[config.mk]
export PLATFORM = sky130hd
export DESIGN_NAME = id_fetch_ctrl
export DESIGN_NICKNAME = d
export VERILOG_FILES = /design/src/rtl/id_fetch_ctrl.sv
export SDC_FILE = /design/constraint.sdc
export NUM_CORES = 1
export LEC_CHECK = 0
export ABC_CLOCK_PERIOD_IN_PS = 4300
export CORE_AREA = 2 2 108 110
export CTS_BUF_LIST = sky130_fd_sc_hd__clkbuf_8
export DETAILED_ROUTE_END_ITERATION = 6
export DIE_AREA = 0 0 110 112
export DONT_BUFFER_PORTS = 1
export GPL_TIMING_DRIVEN = 0
export SKIP_LAST_GASP = 1
export SLEW_MARGIN = 10
export SYNTH_ARGS = -nofsm -noshare
export SYNTH_HDL_FRONTEND = slang
export SYNTH_SLANG_ARGS = --single-unit
[constraint.sdc]
create_clock -name clk -period 4.3 [get_ports clk]
set_input_delay 0.645 -clock clk [delete_from_list [all_inputs] [get_ports clk]]
set_output_delay 0.645 -clock clk [all_outputs]
set_load 0.03 [all_outputs]
[src/rtl/id_fetch_ctrl.sv]
// id_fetch_ctrl: consumer side of IF_ID; decodes, detects hazards,
// latches interrupts and drives all fetch-stage redirect/status controls.
module id_fetch_ctrl #(
  parameter int SYNC_STAGES = 2
) (
  input  logic        clk,
  input  logic        reset,
  input  logic [63:0] IF_ID,
  input  logic [31:0] rs_data,
  input  logic        ex_branch_taken,
  input  logic [31:0] ex_branch_target,
  input  logic        id_ex_mem_read,
  input  logic [4:0]  id_ex_rt,
  input  logic        id_ex_reg_write,
  input  logic [4:0]  id_ex_dst,
  input  logic        irq,
  output logic        PC_IF_ID_Write,
  output logic [2:0]  select_PC_next,
  output logic [1:0]  status,
  output logic [31:0] branch_target,
  output logic [31:0] jump_target,
  output logic [31:0] jr_target,
  output logic        id_ex_bubble,
  output logic [31:0] epc,
  output logic        irq_pending
);

  localparam int NS = (SYNC_STAGES < 2) ? 2 : SYNC_STAGES;

  logic [31:0] pc4;
  logic [31:0] instr;
  logic [5:0]  op;
  logic [5:0]  funct;
  logic [4:0]  rs;
  logic [4:0]  rt;

  assign pc4   = IF_ID[63:32];
  assign instr = IF_ID[31:0];
  assign op    = instr[31:26];
  assign funct = instr[5:0];
  assign rs    = instr[25:21];
  assign rt    = instr[20:16];

  assign branch_target = ex_branch_target;
  assign jump_target   = {pc4[31:28], instr[25:0], 2'b00};
  assign jr_target     = rs_data;

  logic is_j;
  logic is_jr;
  logic op_ok;
  logic funct_ok;
  logic illegal;
  logic load_use;
  logic jr_haz;
  logic stall;

  always_comb begin
    op_ok = 1'b0;
    case (op)
      6'h00, 6'h02, 6'h03, 6'h04, 6'h05,
      6'h06, 6'h07, 6'h08, 6'h09, 6'h0A,
      6'h0B, 6'h0C, 6'h0D, 6'h0E, 6'h0F,
      6'h23, 6'h2B: op_ok = 1'b1;
      default:      op_ok = 1'b0;
    endcase
  end

  always_comb begin
    funct_ok = 1'b0;
    case (funct)
      6'h00, 6'h02, 6'h03, 6'h08, 6'h09,
      6'h20, 6'h21, 6'h22, 6'h23, 6'h24,
      6'h25, 6'h26, 6'h27, 6'h2A,
      6'h2B:   funct_ok = 1'b1;
      default: funct_ok = 1'b0;
    endcase
  end

  assign is_j    = (op == 6'h02) || (op == 6'h03);
  assign is_jr   = (op == 6'h00) &&
                   ((funct == 6'h08) || (funct == 6'h09));
  assign illegal = !op_ok || ((op == 6'h00) && !funct_ok);

  assign load_use = id_ex_mem_read && (id_ex_rt != 5'd0) &&
                    ((id_ex_rt == rs) || (id_ex_rt == rt));
  assign jr_haz   = is_jr && (rs != 5'd0) && id_ex_reg_write &&
                    (id_ex_dst == rs);
  assign stall    = load_use || jr_haz;

  logic [NS-1:0] sync_q;
  logic          irq_q;
  logic          irq_s;
  logic          irq_rise;
  logic          squash_q;
  logic          shadow_q;

  assign irq_s    = sync_q[NS-1];
  assign irq_rise = irq_s && !irq_q;

  logic take_exc;
  logic take_irq;
  logic take_jmp;

  always_comb begin
    PC_IF_ID_Write = 1'b1;
    select_PC_next = 3'b000;
    status         = 2'b00;
    id_ex_bubble   = 1'b0;
    take_exc       = 1'b0;
    take_irq       = 1'b0;
    take_jmp       = 1'b0;
    if (ex_branch_taken) begin
      select_PC_next = 3'b100;
      id_ex_bubble   = 1'b1;
    end else if (squash_q) begin
      id_ex_bubble   = 1'b1;
    end else if (stall) begin
      PC_IF_ID_Write = 1'b0;
      id_ex_bubble   = 1'b1;
    end else if (is_jr) begin
      select_PC_next = 3'b001;
      take_jmp       = 1'b1;
    end else if (is_j) begin
      select_PC_next = 3'b010;
      take_jmp       = 1'b1;
    end else if (illegal) begin
      status         = 2'b01;
      id_ex_bubble   = 1'b1;
      take_exc       = 1'b1;
    end else if (irq_pending && !pc4[31] && !shadow_q) begin
      // kernel-mode PCs and delay slots hold the interrupt off
      status         = 2'b10;
      id_ex_bubble   = 1'b1;
      take_irq       = 1'b1;
    end
  end

  always_ff @(posedge clk or posedge reset) begin
    if (reset) begin
      sync_q      <= '0;
      irq_q       <= 1'b0;
      irq_pending <= 1'b0;
      epc         <= 32'd0;
      squash_q    <= 1'b0;
      shadow_q    <= 1'b0;
    end else begin
      sync_q   <= {sync_q[NS-2:0], irq};
      irq_q    <= irq_s;
      squash_q <= take_exc || take_irq;
      shadow_q <= take_jmp;
      if (irq_rise)
        irq_pending <= 1'b1;
      else if (take_irq)
        irq_pending <= 1'b0;
      if (take_exc || take_irq)
        epc <= pc4 - 32'd4;
    end
  end

endmodule

==> summary.md <==
* complete, no violations — run status
* 0.3108 — sequential area share after synthesis
* yes — clock tree from TritonCTS
* buf_4 (99), dfrtp_1 (38), mux2_2 (29) — leading cell types in the layout, fill and taps excluded
* 0 — number of synthesized flops with an enable pin
* 19.60 µm — detail-routed net length per standard cell
* 0 — Crit path buffers/inverters
* 1.509 nW — static leakage
* 2 — number of levels the H-tree was split into
* 0 — DRC errors left
* 3.225 ns — Final Critical Period
* 2252 — number of global-route vias before repair
* 9.650 µm² — average cell area after synthesis
* 3.65 ns — Req. time, crit path
* 9214 µm — detailed-route wire length
* 0 — Hold Fails Final Rpt
* 12910 µm — global-route wire length before repair
* 4 — DR pass1 iterations
* 0.009954 ns — Max Clock Skew
* 1.000 — share of flip-flops with an asynchronous set or reset
* simple AND/OR/NAND/NOR gates — kind of cell with the highest combined delay on the critical path
* 0.8340 ns — Worst Tran Pin Value
* 2.11 ns — setup slack of the most critical reg-to-reg path
* 0.2738 — starting density of the core
* 0.1408 — total routing usage reported by global routing
* 6 — depth of the worst register-to-register path
* 0.4388 — normalized max-slew margin
* 0 — I/O Buffers
* 280 — I/O pin cnt
* 11170 µm² — area of the core
* 41 — Synth cell types
* 470 — final instance count without filler cells
* dfrtp_1 (31%), buf_4 (24%), mux2_2 (11%), xor2_1 (7.4%), xnor2_1 (4.3%) — Synth area leaders
* 0 — count of synthesis-stage warnings from yosys
* 73 — Iter 0 DRT Violations
* 110 µm — x dimension of the die
* 38 — clock sink count
* 0 — number of routed nets with antenna violations
* 0.7501 — final worst-path cycle share
* 0 — initial antenna violation count
* 358.6 nW/µm² — power density normalized to cell area
* 0.4618 — fraction of final layout cells sized beyond drive strength 1
* clkbuf_8 — Root Buffer
* 0 — diode count
* epc[7] — terminus of the critical flop-to-flop path
* 0.3108 — area share of the leading cell type in the synthesized netlist
* 0.62 ns — delay of the slowest critical-path stage
* 0 ns — TNS Setup
* 1181 — number of filler instances in the final layout
* 4.549 — routed via count divided by cell count
* dfrtp_1 — top flip-flop cell by instance count after synthesis
* 2 — Longest Clk Path Bufs
* 0 — count of final max-slew check failures
* 3353 µm² — Final Cell Area
* no — unrepaired setup endpoints after global routing
* dfrtp_1 — library cell with the largest summed area after synthesis
* 2.58 ns — endpoint arrival time on the critical path
* 0 — Post CTS Setup Buffer Count
* 9.612% — Area Overhead vs Synth
* primary input to async pin — Tightest Hold Check Type
* 0 — count of cells resized by post-cts repair
* 310.0 MHz — highest clock rate
* 0.1930 mV — worst vdd rail ir drop
* 5 — number of buffers created by CTS
* 0 — Post-CTS Hold Fix Bufs
* 0.08 ns — Reg clk slew, reported paths
* 0.29 ns — clock latency reported for the late side of the worst-skew pair
* 3059 µm² — synthesized cell area
* 8039 µm — HPWL Detailed
* 0.7851 — placer congestion estimate
* primary input — crit start category
* 7 — maximum fanout along the worst path
* 0 — final global-route overflow total
* 112 µm — height of the die
* 39 — floorplan row count
* 1.203 mW — overall power
* 12320 µm² — area enclosed by the die boundary
* or4_1 — Max stage delay cell, worst path
* output pin — Worst setup EP type
* buf_4 — most common library cell in the layout ignoring fill and taps
* 317 — Gate Count Post-Synth
* irq_pending — startpoint of the worst register-to-register path
* 2138 — Via Count
* 0 — # Max-Cap Violations
* nor4b_1 -> nand4b_1 -> or4_1 -> o211ai_2 -> nand3b_1 — cell-by-cell trace of the critical path
* 471 — Net count, final
* 462 — post-placement cell count
* 0 — final number of setup-violating endpoints
* primary input to output pin — class of the most critical setup path
* 31 — pin count of the biggest net entering global routing
* 3262 µm² — placed standard-cell area
* 38 — post-synthesis sequential element count
## per-stage QoR
| step | setup slack (ns) | hold slack [ns] | util |
|---|---|---|---|
| final | 1.075 | 0.1465 | 0.3001 |
| after global routing | 0.9367 | 0.1497 | 0.3001 |
| after CTS | 0.9949 | 0.1389 | 0.3001 |
| after detailed placement | 1.000 | 0.3370 | 0.2919 |
| after global placement | 0.9867 | 0.3347 | 0.2901 |
| after floorplan | 1.460 | 0.3312 | - |
## layer usage
| layer | global-route usage | wire, µm |
|---|---|---|
| met4 | 0.03544 | 89 |
| met3 | 0.06674 | 1295 |
| met1 | 0.1528 | 3184 |
| met2 | 0.2438 | 4645 |
| met5 | 0 | 0 |
## report_power, final
| group | switching [mW] | internal, mW | leakage (nW) |
|---|---|---|---|
| clock network | 0.129 | 0.127 | 0.0524 |
| registers | 0.193 | 0.425 | 0.445 |
| logic | 0.182 | 0.146 | 1.01 |
## cells in the mapped netlist, types with 3 or more instances
master,instances
a21oi_1,3
buf_2,3
buf_4,99
dfrtp_1,38
inv_1,10
mux2_2,29
nand2_1,14
nand2b_1,5
nand3_1,5
nand3b_1,3
nor2_1,16
nor3_1,9
nor4_1,7
or4_1,3
xnor2_1,15
xor2_1,26
## area by class of cell
class                           instances  area, µm²  area share
Multi-Input combinational cell        167       1313      0.3914
Sequential cell                        38      950.9      0.2836
Buffer                                103      762.0      0.2272
Tap cell                              143      178.9     0.05336
Clock buffer                            6      82.58     0.02463
Inverter                               10      37.54     0.01119
Timing Repair Buffer                    1      20.02    0.005970
Clock inverter                          2      8.758    0.002612
## state kept, by name (all words and copies together), names as in the netlist
name	flops
epc	32
irq_pending	1
irq_q	1
shadow_q	1
squash_q	1
sync_q	2
## worst max path at each step
stage,startpoint,end,cells past startpoint
6_report,IF_ID[1],id_ex_bubble,5
4_1_cts,IF_ID[1],id_ex_bubble,5
2_1_floorplan,IF_ID[1],id_ex_bubble,5
3_3_place_gp,IF_ID[1],id_ex_bubble,5
5_1_grt,IF_ID[1],id_ex_bubble,5
3_5_place_dp,IF_ID[1],id_ex_bubble,5
## cell families after synthesis
logic type,Yosys count,synth area share
AOI/OAI and AO/OA,12,0.02781
xor gates and xnor gates,41,0.1174
adders and majority gates,1,0.004089
buffers and inverters,113,0.2613
DFF,38,0.3108
muxes,32,0.1174
other,1,0.001226
and+or+nand+nor,79,0.1599
No activity file was read; power rests on OpenSTA's default activity.
